**src/rtl/pad_pwr_domain_sequencer.sv**
```systemverilog
// ---------------------------------------------------------------------------
// pad_pwr_domain_sequencer
//   Brings N_DOM pad-ring power/clamp domains up in ascending order and down
//   in descending order. Each power-up step raises one enable, lets the rail
//   settle for SETTLE cycles, then waits up to TIMEOUT cycles for that
//   domain's synchronised power-good. Once every domain is up, the block
//   keeps watching power-good and drops all enables at once if any is lost.
//
// Ports
//   clk         single clock
//   resetb      asynchronous active-low reset
//   start       begin power-up (only acted on in IDLE)
//   shutdown    begin ordered power-down (acted on in RAMP and UP)
//   clr_fault   leave FAULT and return to IDLE
//   pgood       per-domain power-good, asynchronous to clk
//   en          per-domain enable, always thermometer coded
//   all_up      high while every domain is up
//   busy        high while ramping up or powering down
//   fault       high while latched in FAULT
//   fault_idx   domain that caused the fault
//   fault_code  0 none, 1 power-good timeout, 2 power-good lost while up
// ---------------------------------------------------------------------------
module pad_pwr_domain_sequencer #(
  parameter int N_DOM   = 4,
  parameter int CNT_W   = 12,
  parameter int SETTLE  = 100,
  parameter int TIMEOUT = 1000,
  parameter int OFF_DLY = 50
) (
  input  logic             clk,
  input  logic             resetb,
  input  logic             start,
  input  logic             shutdown,
  input  logic             clr_fault,
  input  logic [N_DOM-1:0] pgood,
  output logic [N_DOM-1:0] en,
  output logic             all_up,
  output logic             busy,
  output logic             fault,
  output logic [2:0]       fault_idx,
  output logic [1:0]       fault_code
);

  localparam logic [CNT_W-1:0] SETTLE_LAST  = CNT_W'(SETTLE - 1);
  localparam logic [CNT_W-1:0] TIMEOUT_LAST = CNT_W'(TIMEOUT - 1);
  localparam logic [CNT_W-1:0] OFF_LAST     = CNT_W'(OFF_DLY - 1);
  localparam logic [2:0]       LAST_IDX     = 3'(N_DOM - 1);

  typedef enum logic [2:0] {S_IDLE, S_RAMP, S_UP, S_DOWN, S_FAULT} state_t;

  state_t             state, state_nxt;
  logic               wait_ph, wait_ph_nxt;
  logic [2:0]         idx, idx_nxt;
  logic [CNT_W-1:0]   cnt, cnt_nxt;
  logic [N_DOM-1:0]   en_nxt;
  logic [2:0]         fault_idx_nxt;
  logic [1:0]         fault_code_nxt;
  logic               all_up_nxt, busy_nxt, fault_nxt;
  logic [N_DOM-1:0]   pg_meta, pg_s;
  logic               pg_cur;
  logic               any_fail;
  logic [2:0]         low_fail;

  // Enable pattern with the lowest n domains on.
  function automatic logic [N_DOM-1:0] therm(input logic [3:0] n);
    logic [N_DOM-1:0] t;
    for (int i = 0; i < N_DOM; i++) t[i] = (4'(i) < n);
    return t;
  endfunction

  // Two-flop synchroniser; cleared by reset so no stale power-good survives.
  always_ff @(posedge clk or negedge resetb) begin
    if (!resetb) begin
      pg_meta <= '0;
      pg_s    <= '0;
    end else begin
      pg_meta <= pgood;
      pg_s    <= pg_meta;
    end
  end

  // Power-good of the domain currently being ramped, plus the lowest failing
  // domain for the loss-while-up fault report.
  always_comb begin
    pg_cur   = 1'b0;
    any_fail = 1'b0;
    low_fail = 3'd0;
    for (int i = 0; i < N_DOM; i++) begin
      if (idx == 3'(i)) pg_cur = pg_s[i];
    end
    for (int i = N_DOM - 1; i >= 0; i--) begin
      if (!pg_s[i]) begin
        any_fail = 1'b1;
        low_fail = 3'(i);
      end
    end
  end

  // State and output registers. Every output is a flop so nothing passes
  // combinationally from an input pin to an output pin.
  always_ff @(posedge clk or negedge resetb) begin
    if (!resetb) begin
      state      <= S_IDLE;
      wait_ph    <= 1'b0;
      idx        <= 3'd0;
      cnt        <= '0;
      en         <= '0;
      fault_idx  <= 3'd0;
      fault_code <= 2'd0;
      all_up     <= 1'b0;
      busy       <= 1'b0;
      fault      <= 1'b0;
    end else begin
      state      <= state_nxt;
      wait_ph    <= wait_ph_nxt;
      idx        <= idx_nxt;
      cnt        <= cnt_nxt;
      en         <= en_nxt;
      fault_idx  <= fault_idx_nxt;
      fault_code <= fault_code_nxt;
      all_up     <= all_up_nxt;
      busy       <= busy_nxt;
      fault      <= fault_nxt;
    end
  end

  // Next-state logic. In RAMP, shutdown outranks both a power-good step and
  // a timeout; in UP, a power-good loss outranks shutdown. Entering DOWN
  // clears the highest enabled domain straight away, and each later drop
  // follows OFF_DLY cycles after the previous one.
  always_comb begin
    state_nxt      = state;
    wait_ph_nxt    = wait_ph;
    idx_nxt        = idx;
    cnt_nxt        = cnt;
    en_nxt         = en;
    fault_idx_nxt  = fault_idx;
    fault_code_nxt = fault_code;
    unique case (state)
      S_IDLE: begin
        if (start) begin
          state_nxt   = S_RAMP;
          idx_nxt     = 3'd0;
          cnt_nxt     = '0;
          wait_ph_nxt = 1'b0;
          en_nxt      = therm(4'd1);
        end
      end
      S_RAMP: begin
        if (shutdown) begin
          state_nxt = S_DOWN;
          cnt_nxt   = '0;
          en_nxt    = therm({1'b0, idx});
        end else if (!wait_ph) begin
          if (cnt == SETTLE_LAST) begin
            wait_ph_nxt = 1'b1;
            cnt_nxt     = '0;
          end else begin
            cnt_nxt = cnt + 1'b1;
          end
        end else if (pg_cur) begin
          cnt_nxt = '0;
          if (idx == LAST_IDX) begin
            state_nxt = S_UP;
          end else begin
            idx_nxt     = idx + 3'd1;
            wait_ph_nxt = 1'b0;
            en_nxt      = therm({1'b0, idx} + 4'd2);
          end
        end else if (cnt == TIMEOUT_LAST) begin
          state_nxt      = S_FAULT;
          en_nxt         = '0;
          fault_idx_nxt  = idx;
          fault_code_nxt = 2'd1;
        end else begin
          cnt_nxt = cnt + 1'b1;
        end
      end
      S_UP: begin
        if (any_fail) begin
          state_nxt      = S_FAULT;
          en_nxt         = '0;
          fault_idx_nxt  = low_fail;
          fault_code_nxt = 2'd2;
        end else if (shutdown) begin
          state_nxt = S_DOWN;
          idx_nxt   = LAST_IDX;
          cnt_nxt   = '0;
          en_nxt    = therm({1'b0, LAST_IDX});
        end
      end
      S_DOWN: begin
        if (cnt == OFF_LAST) begin
          cnt_nxt = '0;
          if (idx == 3'd0) begin
            state_nxt = S_IDLE;
          end else begin
            idx_nxt = idx - 3'd1;
            en_nxt  = therm({1'b0, idx} - 4'd1);
          end
        end else begin
          cnt_nxt = cnt + 1'b1;
        end
      end
      S_FAULT: begin
        en_nxt = '0;
        if (clr_fault) begin
          state_nxt      = S_IDLE;
          fault_idx_nxt  = 3'd0;
          fault_code_nxt = 2'd0;
        end
      end
      default: begin
        state_nxt = S_IDLE;
        en_nxt    = '0;
      end
    endcase
  end

  // Status flags follow the state being entered so they line up with en.
  always_comb begin
    all_up_nxt = (state_nxt == S_UP);
    busy_nxt   = (state_nxt == S_RAMP) || (state_nxt == S_DOWN);
    fault_nxt  = (state_nxt == S_FAULT);
  end

endmodule

```
**config.mk**
```make
export PLATFORM = sky130hd
export DESIGN_NAME = pad_pwr_domain_sequencer
export DESIGN_NICKNAME = d
export VERILOG_FILES = /design/src/rtl/pad_pwr_domain_sequencer.sv
export SDC_FILE = /design/constraint.sdc
export NUM_CORES = 1
export LEC_CHECK = 0
export ABC_AREA = 1
export BUFFER_PORTS_ARGS = -buffer_cell sky130_fd_sc_hd__buf_2
export CELL_PAD_IN_SITES_DETAIL_PLACEMENT = 1
export CELL_PAD_IN_SITES_GLOBAL_PLACEMENT = 1
export CORE_AREA = 2 2 77 79
export DETAILED_ROUTE_END_ITERATION = 10
export DIE_AREA = 0 0 79 81
export MAX_ROUTING_LAYER = met4
export PLACE_DENSITY = 0.8
export SETUP_SLACK_MARGIN = 0.2
export SYNTH_ARGS = -nofsm -noshare
export SYNTH_HDL_FRONTEND = slang
export SYNTH_SLANG_ARGS = --single-unit
```
**constraint.sdc**
```tcl
create_clock -name clk -period 3.07 [get_ports clk]
set_input_delay 0.4605 -clock clk [delete_from_list [all_inputs] [get_ports clk]]
set_output_delay 0.4605 -clock clk [all_outputs]
set_load 0.005 [all_outputs]
```
==> run metrics <==
xor-xnor portion of the synthesized cell area 1.70%; Req. time, crit path 3320 ps; Area Growth Syn to Fin 10.6%; Critical Path AT 2720 ps; CTS tree done; PD cells 961 nW/um^2; CTS clk-pin slew, worst paths 80 ps; Post-CTS Hold Fix Bufs 0; synthesized area per cell 7.48 sq um; WL/cell 15.4 microns; Crit path buffers/inverters 3; top cells by area, synth dfrtp_1 (38%), nand2_1 (13%), inv_1 (7.0%); Post-synth EDFFs 0; critical path's top delay family simple AND/OR/NAND/NOR gates; die height 81 microns; fmax 405 MHz; FF-to-FF End cnt[9]; Clock Skew 6.55 ps; CTS resizes 0; most used cell, CP nand2_1; Die W 79 microns; worst reg2reg path depth 15; Worst Hold Class input pin to flop; setup ws final 598 ps; die area 6400 sq um; Critical Path Stages 15; row count 28; cells after synthesis 344; via count 2,288; vias in the first global route 2,321; GRT overflow 0; hold_ws 258 ps; register area share after synthesis 37.9%; Synth Warn # 0; first-pass GRT wire length 11.4 mm; Worst R2R Setup Slack 600 ps; adder-cell share of the synthesized area 4.18%; final hold vios 0; post-synthesis mux area share 0%; total CTS buffers 5; Synth Area in Simple Gates 35.5%; Total GRT Usage 24.0%; largest net degree at the start of global routing 40; Slew Limit Fails 0; IO buf count 20; CTS root buffer clkbuf_8; CP max stage cell dfrtp_1; Worst setup SP type flop; GPL Wtd Cong 0.921; initial core utilization 45.3%; Slew @ Worst Pin 870 ps; main combinational cell family by area after synthesis simple AND/OR/NAND/NOR gates; crit-path max FO 11; P_leak 1.48 nW; Compound-Gate Fraction of Synth Area 11.2%; antenna violations before repair 0; Commonest cells post-synth nand2_1 (92), inv_1 (48), dfrtp_1 (39); slowest stage delay, CP 540 ps; dpl ws 772 ps; setup violation total in the final timing report 0; area leader, netlist dfrtp_1; clock sinks 39; most numerous cell in the Yosys netlist nand2_1; Period Utilization, post-route 80.5%; CP Launch Point idx[0]; maxcap violations 0; post-CTS setup buffers 0; design area 2850 sq um; Core ar. 5680 sq um; area of the multi-input gates 1350 sq um; vias per cell 5.16; Critical Path End cnt[9]; # IOs 21; asr flop ratio synth 100%; worst r2r src idx[0]; setup TNS 0 ps; worst-path cell chain inv_1, ha_1, inv_1, nor2_1, nor2_1, nand2_1, nand2_4, nand2_1, nand2_1, nand2_1, nand2_1, nand2_1, nand2_1, nand2_1, inv_1; syn nets 361; layout cells sized above 1 17.9%; crit path time final 2470 ps; VDD IR max 0.422 mV; Filler cells 742; post-synthesis register bit count 39; Total Power 2.74 mW; CP endpoint kind flop; post-synthesis cell area 2570 sq um; drt first pass iters 4; first-iteration detailed-routing DRC count 119; crit path kind flop to flop; ANT cells 0; Rel. slew slack 42.0%; Placed Area 2730 sq um; register area 976 sq um; unrepaired setup endpoints after global routing false; ys flop type dfrtp_1; top cell type's share of synthesized area 37.9%; Detail Placement HPWL 5.27 mm; status finished clean; total routed wirelength 6.82 mm; H-tree depth 2; # DRC 0; Clk Latency, worst-skew pair 310 ps; CTS max path bufs 2; Final ANT Viol Nets 0; post-synth cell types 38; layout net count 384
==> worst min path at each step <==
stage | slack [ps] | endpoint | from | cells after the start
2_1_floorplan | 160 | all_up | resetb | 0
3_3_place_gp | 330 | pg_s[1] | pg_meta[1] | 0
3_5_place_dp | 340 | pg_s[1] | pg_meta[1] | 0
4_1_cts | 250 | pg_meta[1] | pgood[1] | 1
5_1_grt | 250 | pg_meta[3] | pgood[3] | 1
6_report | 260 | pg_meta[3] | pgood[3] | 1
==> per-layer routing <==
| metal | vias up | global-route usage (%) | wire length [microns] | part of all wire [%] |
|---|---|---|---|---|
| met5 | - | - | 0 | 0 |
| met4 | 0 | 9.83 | 118 | 1.7 |
| met3 | 11 | 3.44 | 269 | 3.9 |
| met2 | 47 | 36.9 | 3070 | 45 |
| met1 | 1086 | 32.1 | 3360 | 49 |
| li1 | 1144 | - | - | - |
==> sequential cells by signal, indices dropped and copies added (netlist names) <==
signal,cells
wait_ph,1
pg_s,4
all_up,1
pg_meta,4
cnt,12
busy,1
fault_idx,3
en,4
fault,1
idx,3
state,3
fault_code,2
==> cells by family after synthesis <==
family	Yosys count
AND/OR/NAND/NOR	188
buffers and inverters	58
AO/OA/AOI/OAI	46
flip-flops	39
adder cells (fa/ha/maj)	8
XOR/XNOR	5
==> cells in the final DEF, fill, tap and decap left out <==
cell type	Yosys	routed
nand2_2	3	3
clkinv_1	1	1
xnor2_1	1	1
o22ai_1	1	1
nor3_1	4	4
inv_6	1	1
ha_1	7	7
nor2_2	4	4
o21ai_0	13	13
fa_1	1	1
nor2_1	32	32
o21bai_1	1	1
buf_2	2	20
clkbuf_8	0	5
bufinv_16	0	1
nand4_4	1	1
nor2_8	1	1
inv_1	48	48
nand4_2	1	1
nor3_4	1	1
nand3_2	2	2
nor2_4	2	2
o21ai_1	6	6
nand4_1	7	7
nand2_1	92	92
clkinv_4	0	1
nand2_4	5	5
o21ai_2	11	11
inv_2	3	3
a21oi_2	2	2
clkinv_2	0	1
a31oi_1	1	1
nand3_1	30	30
dfrtp_1	39	39
a21oi_1	9	9
a22oi_1	2	2
xor2_1	4	4
and2_1	2	2
inv_4	1	1
nor3b_1	1	1
==> worst reg2reg max path: stages (launching register included) <==
cell and delay [ps]:
dfrtp_1 540, inv_1 190, ha_1 230, inv_1 70
nor2_1 60, nor2_1 190, nand2_1 130, nand2_4 120
nand2_1 140, nand2_1 90, nand2_1 60, nand2_1 310
nand2_1 110, nand2_1 90, nand2_1 50, inv_1 40
==> metrics by stage <==
step / util (%) / std cells
6_report: 50.1 / 443
5_1_grt: 50.1 / 443
4_1_cts: 50.1 / 443
3_5_place_dp: 48.1 / 435
3_3_place_gp: 48.1 / 435
2_1_floorplan: - / 344
==> power by group <==
group | switching, mW | internal, mW | total [mW]
sequential | 0.129 | 0.641 | 0.770
combinational | 1.05 | 0.478 | 1.53
clock | 0.197 | 0.242 | 0.439
total | 1.38 | 1.36 | 2.74
==> cell type report <==
| class | count | share of cell area [%] |
|---|---|---|
| multi-input combinational | 247 | 47.5 |
| sequential | 39 | 34.3 |
| inverter | 54 | 7.39 |
| timing repair buffer | 20 | 3.52 |
| tap | 75 | 3.30 |
| clock buffer | 5 | 2.42 |
| clock inverter | 3 | 1.54 |
Power figures use the tool's default switching activity.
